[src/rtl/sharpen_seq_ctrl_if.sv]
// Memory port plus window/datapath control bundle between the sharpening
// sequencer (master) and the memory/datapath side (slave).
interface sharpen_seq_ctrl_if #(
  parameter int ADDR_W = 10
);
  logic              mem_req;
  logic              mem_we;
  logic [ADDR_W-1:0] mem_addr;
  logic              mem_ack;
  logic              win_load;
  logic [3:0]        win_idx;
  logic              calc_go;
  logic              calc_bypass;
  logic              calc_done;

  modport master (
    output mem_req, mem_we, mem_addr, win_load, win_idx, calc_go, calc_bypass,
    input  mem_ack, calc_done
  );

  modport slave (
    input  mem_req, mem_we, mem_addr, win_load, win_idx, calc_go, calc_bypass,
    output mem_ack, calc_done
  );
endinterface

[src/rtl/sharpen_seq_ctrl.sv]
// Raster-scan sequencer for the sharpening engine: fetches each pixel's 3x3
// window (centre only on the border), runs the datapath, writes the result.
module sharpen_seq_ctrl #(
  parameter int ADDR_W   = 10,
  parameter int IMG_W    = 16,
  parameter int IMG_H    = 16,
  parameter int SRC_BASE = 0,
  parameter int DST_BASE = 256
) (
  input  logic               clk,
  input  logic               reset,
  input  logic               start,
  sharpen_seq_ctrl_if.master bus,
  output logic               busy,
  output logic               done
);
  localparam int XW = (IMG_W > 1) ? $clog2(IMG_W) : 1;
  localparam int YW = (IMG_H > 1) ? $clog2(IMG_H) : 1;
  localparam logic [XW-1:0]     X_LAST = XW'(IMG_W - 1);
  localparam logic [YW-1:0]     Y_LAST = YW'(IMG_H - 1);
  localparam logic [ADDR_W-1:0] W_A    = ADDR_W'(IMG_W);
  localparam logic [ADDR_W-1:0] SRC_A  = ADDR_W'(SRC_BASE);
  localparam logic [ADDR_W-1:0] DST_A  = ADDR_W'(DST_BASE);
  localparam logic [ADDR_W-1:0] ONE_A  = ADDR_W'(1);

  typedef enum logic [2:0] {
    S_IDLE, S_READ, S_GAP, S_CALC, S_CALC_WAIT, S_WRITE, S_NEXT, S_DONE
  } state_t;

  state_t            state, state_d;
  logic              start_q;
  logic              trig;
  logic              border;
  logic              last_read;
  logic [XW-1:0]     x;
  logic [YW-1:0]     y;
  logic [3:0]        k;
  logic [3:0]        slot;
  logic [1:0]        ky, kx;
  logic [ADDR_W-1:0] row_a, col_a, src_addr, dst_addr;

  assign trig      = start & ~start_q;
  assign border    = (x == '0) | (y == '0) | (x == X_LAST) | (y == Y_LAST);
  assign last_read = border | (k == 4'd8);
  // k counts reads done; border pixels fetch only the centre slot.
  assign slot      = border ? 4'd4 : k;

  always_comb begin
    case (slot)
      4'd0:    {ky, kx} = 4'b00_00;
      4'd1:    {ky, kx} = 4'b00_01;
      4'd2:    {ky, kx} = 4'b00_10;
      4'd3:    {ky, kx} = 4'b01_00;
      4'd4:    {ky, kx} = 4'b01_01;
      4'd5:    {ky, kx} = 4'b01_10;
      4'd6:    {ky, kx} = 4'b10_00;
      4'd7:    {ky, kx} = 4'b10_01;
      4'd8:    {ky, kx} = 4'b10_10;
      default: {ky, kx} = 4'b01_01;
    endcase
  end

  always_comb begin
    row_a    = ADDR_W'(y) + ADDR_W'(ky) - ONE_A;
    col_a    = ADDR_W'(x) + ADDR_W'(kx) - ONE_A;
    src_addr = SRC_A + row_a * W_A + col_a;
    dst_addr = DST_A + ADDR_W'(y) * W_A + ADDR_W'(x);
  end

  always_comb begin
    state_d         = state;
    bus.mem_req     = 1'b0;
    bus.mem_we      = 1'b0;
    bus.mem_addr    = '0;
    bus.win_load    = 1'b0;
    bus.calc_go     = 1'b0;
    bus.calc_bypass = 1'b0;
    done            = 1'b0;
    unique case (state)
      S_IDLE: if (trig) state_d = S_READ;
      S_READ: begin
        bus.mem_req  = 1'b1;
        bus.mem_addr = src_addr;
        if (bus.mem_ack) begin
          bus.win_load = 1'b1;
          state_d      = S_GAP;
        end
      end
      S_GAP: state_d = last_read ? S_CALC : S_READ;
      S_CALC: begin
        bus.calc_go     = 1'b1;
        bus.calc_bypass = border;
        state_d         = S_CALC_WAIT;
      end
      S_CALC_WAIT: if (bus.calc_done) state_d = S_WRITE;
      S_WRITE: begin
        bus.mem_req  = 1'b1;
        bus.mem_we   = 1'b1;
        bus.mem_addr = dst_addr;
        if (bus.mem_ack) state_d = S_NEXT;
      end
      S_NEXT: state_d = ((x != X_LAST) || (y != Y_LAST)) ? S_READ : S_DONE;
      S_DONE: begin
        done    = 1'b1;
        state_d = S_IDLE;
      end
      default: state_d = S_IDLE;
    endcase
  end

  assign bus.win_idx = (state == S_READ) ? slot : k;
  assign busy        = (state != S_IDLE);

  always_ff @(posedge clk) begin
    if (reset) begin
      state   <= S_IDLE;
      start_q <= 1'b1;
      x       <= '0;
      y       <= '0;
      k       <= '0;
    end else begin
      start_q <= start;
      state   <= state_d;
      case (state)
        S_IDLE: if (trig) begin
          x <= '0;
          y <= '0;
          k <= '0;
        end
        S_GAP: if (!last_read) k <= k + 4'd1;
        S_NEXT: begin
          k <= '0;
          if (x != X_LAST) begin
            x <= x + XW'(1);
          end else begin
            x <= '0;
            if (y != Y_LAST) y <= y + YW'(1);
          end
        end
        default: ;
      endcase
    end
  end
endmodule

[src/flat_wrapper.sv]
// flat-port wrapper written by rule: the top's interface ports become plain ports
module sharpen_seq_ctrl_flat 
#(
  parameter int ADDR_W   = 10,
  parameter int IMG_W    = 16,
  parameter int IMG_H    = 16,
  parameter int SRC_BASE = 0,
  parameter int DST_BASE = 256
)
  (clk, reset, start, busy, done, bus_mem_req, bus_mem_we, bus_mem_addr, bus_win_load, bus_win_idx, bus_calc_go, bus_calc_bypass, bus_mem_ack, bus_calc_done);
  sharpen_seq_ctrl_if #(.ADDR_W(ADDR_W)) bus_i ();
  input  logic clk;
  input  logic reset;
  input  logic start;
  output logic busy;
  output logic done;
  output wire logic [$bits(bus_i.mem_req)-1:0] bus_mem_req;
  output wire logic [$bits(bus_i.mem_we)-1:0] bus_mem_we;
  output wire logic [$bits(bus_i.mem_addr)-1:0] bus_mem_addr;
  output wire logic [$bits(bus_i.win_load)-1:0] bus_win_load;
  output wire logic [$bits(bus_i.win_idx)-1:0] bus_win_idx;
  output wire logic [$bits(bus_i.calc_go)-1:0] bus_calc_go;
  output wire logic [$bits(bus_i.calc_bypass)-1:0] bus_calc_bypass;
  input wire logic [$bits(bus_i.mem_ack)-1:0] bus_mem_ack;
  input wire logic [$bits(bus_i.calc_done)-1:0] bus_calc_done;
  assign bus_mem_req = bus_i.mem_req;
  assign bus_mem_we = bus_i.mem_we;
  assign bus_mem_addr = bus_i.mem_addr;
  assign bus_win_load = bus_i.win_load;
  assign bus_win_idx = bus_i.win_idx;
  assign bus_calc_go = bus_i.calc_go;
  assign bus_calc_bypass = bus_i.calc_bypass;
  assign bus_i.mem_ack = bus_mem_ack;
  assign bus_i.calc_done = bus_calc_done;
  sharpen_seq_ctrl #(.ADDR_W(ADDR_W), .IMG_W(IMG_W), .IMG_H(IMG_H), .SRC_BASE(SRC_BASE), .DST_BASE(DST_BASE)) u_core (.clk(clk), .reset(reset), .start(start), .bus(bus_i), .busy(busy), .done(done));
endmodule
[config.mk]
export PLATFORM = sky130hd
export DESIGN_NAME = sharpen_seq_ctrl_flat
export DESIGN_NICKNAME = d
export VERILOG_FILES = /design/src/rtl/sharpen_seq_ctrl_if.sv /design/src/rtl/sharpen_seq_ctrl.sv /design/src/flat_wrapper.sv
export SDC_FILE = /design/constraint.sdc
export NUM_CORES = 1
export LEC_CHECK = 0
export CORE_MARGIN = 2
export CORE_UTILIZATION = 35
export DETAILED_ROUTE_END_ITERATION = 6
export PLACE_DENSITY = 0.62
export SYNTH_ARGS = -nofsm -noshare
export SYNTH_HDL_FRONTEND = slang
export SYNTH_SLANG_ARGS = --single-unit
export TNS_END_PERCENT = 20
[constraint.sdc]
create_clock -name clk -period 8.25 [get_ports clk]
set_input_delay 2.475 -clock clk [delete_from_list [all_inputs] [get_ports clk]]
set_output_delay 2.475 -clock clk [all_outputs]
set_load 0.005 [all_outputs]
==> impl_metrics.toml <==
[placement]
routabilityCongestion = 0.788
hpwl_um = 3580
port_buffers = 25

[clocking]
clock_latency_ns = 0.25
path_clk_slew_ns = 0.06
cts_root_buf = "clkbuf_8"
clkSinkCount = 16
cts_tree = "yes"
cts-htree-levels = 1
cts_buffers = 3
postCtsHoldBufs = 0
clockBufferDepth = 2

[sta]
timing.slew.headroom = 0.448
hold_violations = 0
final.setup.tns_ns = 0
max_freq_ghz = 0.128
clock_skew_ns = 0.00378
final.period_utilization = 0.945
worstMarginPinSlew_ns = 0.827
slew_viol_final = 0
period_minus_slack_ns = 7.80
finalSetupViolCount = 0

[detailed_routing]
vias = 1921
routed_wl_um = 4720
ant_nets = 0
remaining_drc_errors = 0
wl_per_cell_um = 13.0
viasPerCell = 5.29
drt_iter0_drc = 71
dr.pass1.iters = 4

[synthesis]
synth_nets = 305
synth.yosys.seq_area_share = 0.160
yosysWarnings = 0
yosys.area.top_type = "dfxtp_1"
yosys-top-cells-area = "dfxtp_1 16%, ha_1 15%, nor2_1 5.6%, inv_1 5.3%, nand2_1 4.9%"
syn_area_mm2 = 0.00200
synth_edf_count = 0
syn_area_per_cell_um2 = 7.32
yosysTopAreaCellShare = 0.160
ys_ff_latch = 16
ys.flop_type = "dfxtp_1"
synth_cells = 273
synthDistinctLibCells = 54
ys_async_sr_fraction = 0

[run]
maxCapViolCount = 0

[global_route]
grt_max_degree = 23
antenna_found_initial = 0
grt.total_usage = 0.156
grt_pass1_vias = 1755
grt_pass1_wl_um = 8080
grt-ovfl-total = 0

[floorplan]
coreArea_mm2 = 0.00551
rows = 27
initial_core_util = 0.363
chipWidth_um = 79.6
die_y_um = 79.6
dieArea_mm2 = 0.00633
io_pins = 26

[pwr]
vdd_drop_max_mv = 0.0513
p_total_uw = 154
power_density_mw_per_mm2 = 65.5
leakagePower_uw = 0.000935

[final_layout]
insertedDiodeCount = 0
areaGrowthSynthToFinish_pct = 17.4
layout-drive-gt1-share = 0.0859
nNetsFinal = 325

[critical_path]
worstPathRequired_ns = 5.78
worst_setup_path_end_kind = "output port"
timing_worst_setup_path_type = "flop to output port"
cp-start-kind = "flop"
path_max_fanout = 7
worstPathArrival_ns = 5.33

[status]
status = "finished, final reports clean"

[min_path]
hp-class = "flop to flop"
kinds of logic (layout without fill, tap and decap cells):
| family | count (synthesis) | after routing | synth area share |
|---|---|---|---|
| compound gates | 66 | 66 | 0.217 |
| xor+xnor | 13 | 13 | 0.0569 |
| fa+ha+maj | 27 | 27 | 0.180 |
| buf+inv | 41 | 59 | 0.0876 |
| flops | 16 | 16 | 0.160 |
| mux | 4 | 4 | 0.0207 |
| simple gates | 106 | 106 | 0.278 |
registers in the layout, indices dropped and copies added (netlist names):
register        flops
u_core.k            4
u_core.start_q      1
u_core.state        3
u_core.x            4
u_core.y            4
Yosys cell counts, types with 2 or more instances:
cell / instances
nor2b_1: 2
nor3b_1: 4
xnor2_1: 6
a311oi_1: 2
nand3b_1: 2
fa_1: 3
nor3_2: 2
inv_1: 28
o22ai_1: 2
a21o_1: 5
nor3_1: 11
dfxtp_1: 16
and3_1: 4
or2_2: 2
or3_1: 2
nand2_1: 26
nor2_1: 30
mux2i_1: 3
or3b_2: 2
a32oi_1: 2
o21a_1: 5
nand3_1: 9
ha_1: 24
buf_2: 2
a21oi_1: 17
xor2_1: 7
o21ai_0: 16
a22oi_1: 2
a31oi_1: 4
nand4_1: 3
buf_6: 2
clkbuf_1: 6
worst max-delay path, stage by stage (launching register included):
cell and delay (ns):
dfxtp_1 0.44, ha_1 0.26, and3_4 0.25, nor4_4 0.05
buf_4 0.16, nand2_1 0.11, inv_1 0.07, ha_1 0.18
or2_2 0.27, a21oi_1 0.14, o21ai_0 0.10, ha_1 0.22
inv_1 0.07, fa_1 0.43, ha_1 0.28, xnor2_1 0.20
xor2_1 0.21, inv_1 0.07, ha_1 0.38, o2111a_1 0.27
nor3_2 0.07, o21ai_0 0.13, nor3b_1 0.20, clkdlybuf4s50_1 0.53
worst paths after layout:
path,start,endpoint,slack (ns),depth (start not counted)
setup reg to reg,u_core.x[1],u_core.k[2],6.10,7
setup / recovery,u_core.x[1],bus_mem_addr[9],0.45,23
hold / removal,u_core.y[1],u_core.y[1],0.53,2
hold reg to reg,u_core.y[1],u_core.y[1],0.53,2
through the flow:
| step | setup WS (ns) | hold slack, ns | instance area [µm²] | std cells | util |
|---|---|---|---|---|---|
| CTS | 0.280 | 0.537 | 2310 | 361 | 0.420 |
| global route | -0.00788 | 0.583 | 2350 | 363 | 0.426 |
| global placement | 0.601 | 0.512 | 2270 | 358 | 0.413 |
| finish | 0.450 | 0.535 | 2350 | 363 | 0.426 |
| floorplan | 1.51 | 0.486 | 2000 | 273 | - |
| detailed placement | 0.580 | 0.529 | 2270 | 358 | 0.413 |
layout by cell type, fill, tap and decap left out, types with 2 or more instances in the layout:
master and n:
nor2_1 30, inv_1 28, nand2_1 26, clkdlybuf4s50_1 25, ha_1 24, a21oi_1 17, o21ai_0 16, dfxtp_1 14
nor3_1 10, nand3_1 9, xor2_1 7, xnor2_1 6, a21o_1 5, o21a_1 5, and3_1 4, a31oi_1 4
mux2i_1 3, nor3_2 3, nand4_1 3, fa_1 3, clkbuf_8 3, o22ai_1 2, nor3b_2 2, nand3b_1 2
a22oi_1 2, nor2b_1 2, or3b_2 2, a32oi_1 2, nor3b_1 2, or2_2 2, or3_1 2, a311oi_1 2
buf_4 2, dfxtp_2 2
cell type report:
class	instances	area, µm²
sequential	16	323
multi-input combinational	216	1520
tap	72	90.1
timing repair buffer	27	265
inverter	29	109
fill	584	3160
clock buffer	3	41.3
per-layer routing:
layer,part of all wire,GRT usage,routed length (µm),up-vias
met1,0.49,0.213,2310,893
met3,0.032,0.0147,149,4
met2,0.47,0.262,2210,30
li1,-,-,-,994
met5,0,0,0,-
met4,0.0097,0.0397,46,0
repair_timing:
action                                  4_1_cts  5_1_grt
gates resized for setup                       0        5
endpoints found under the setup margin        0        4
buffers inserted                              0        2
report_power, final:
part	internal, µW	leakage, µW	switching (µW)
clock network	32.4	0.0000216	26.9
registers	78.1	0.000130	1.71
logic	6.86	0.000783	7.87
total	117	0.000935	36.5
Note: power is estimated with default switching activity, not from simulation.
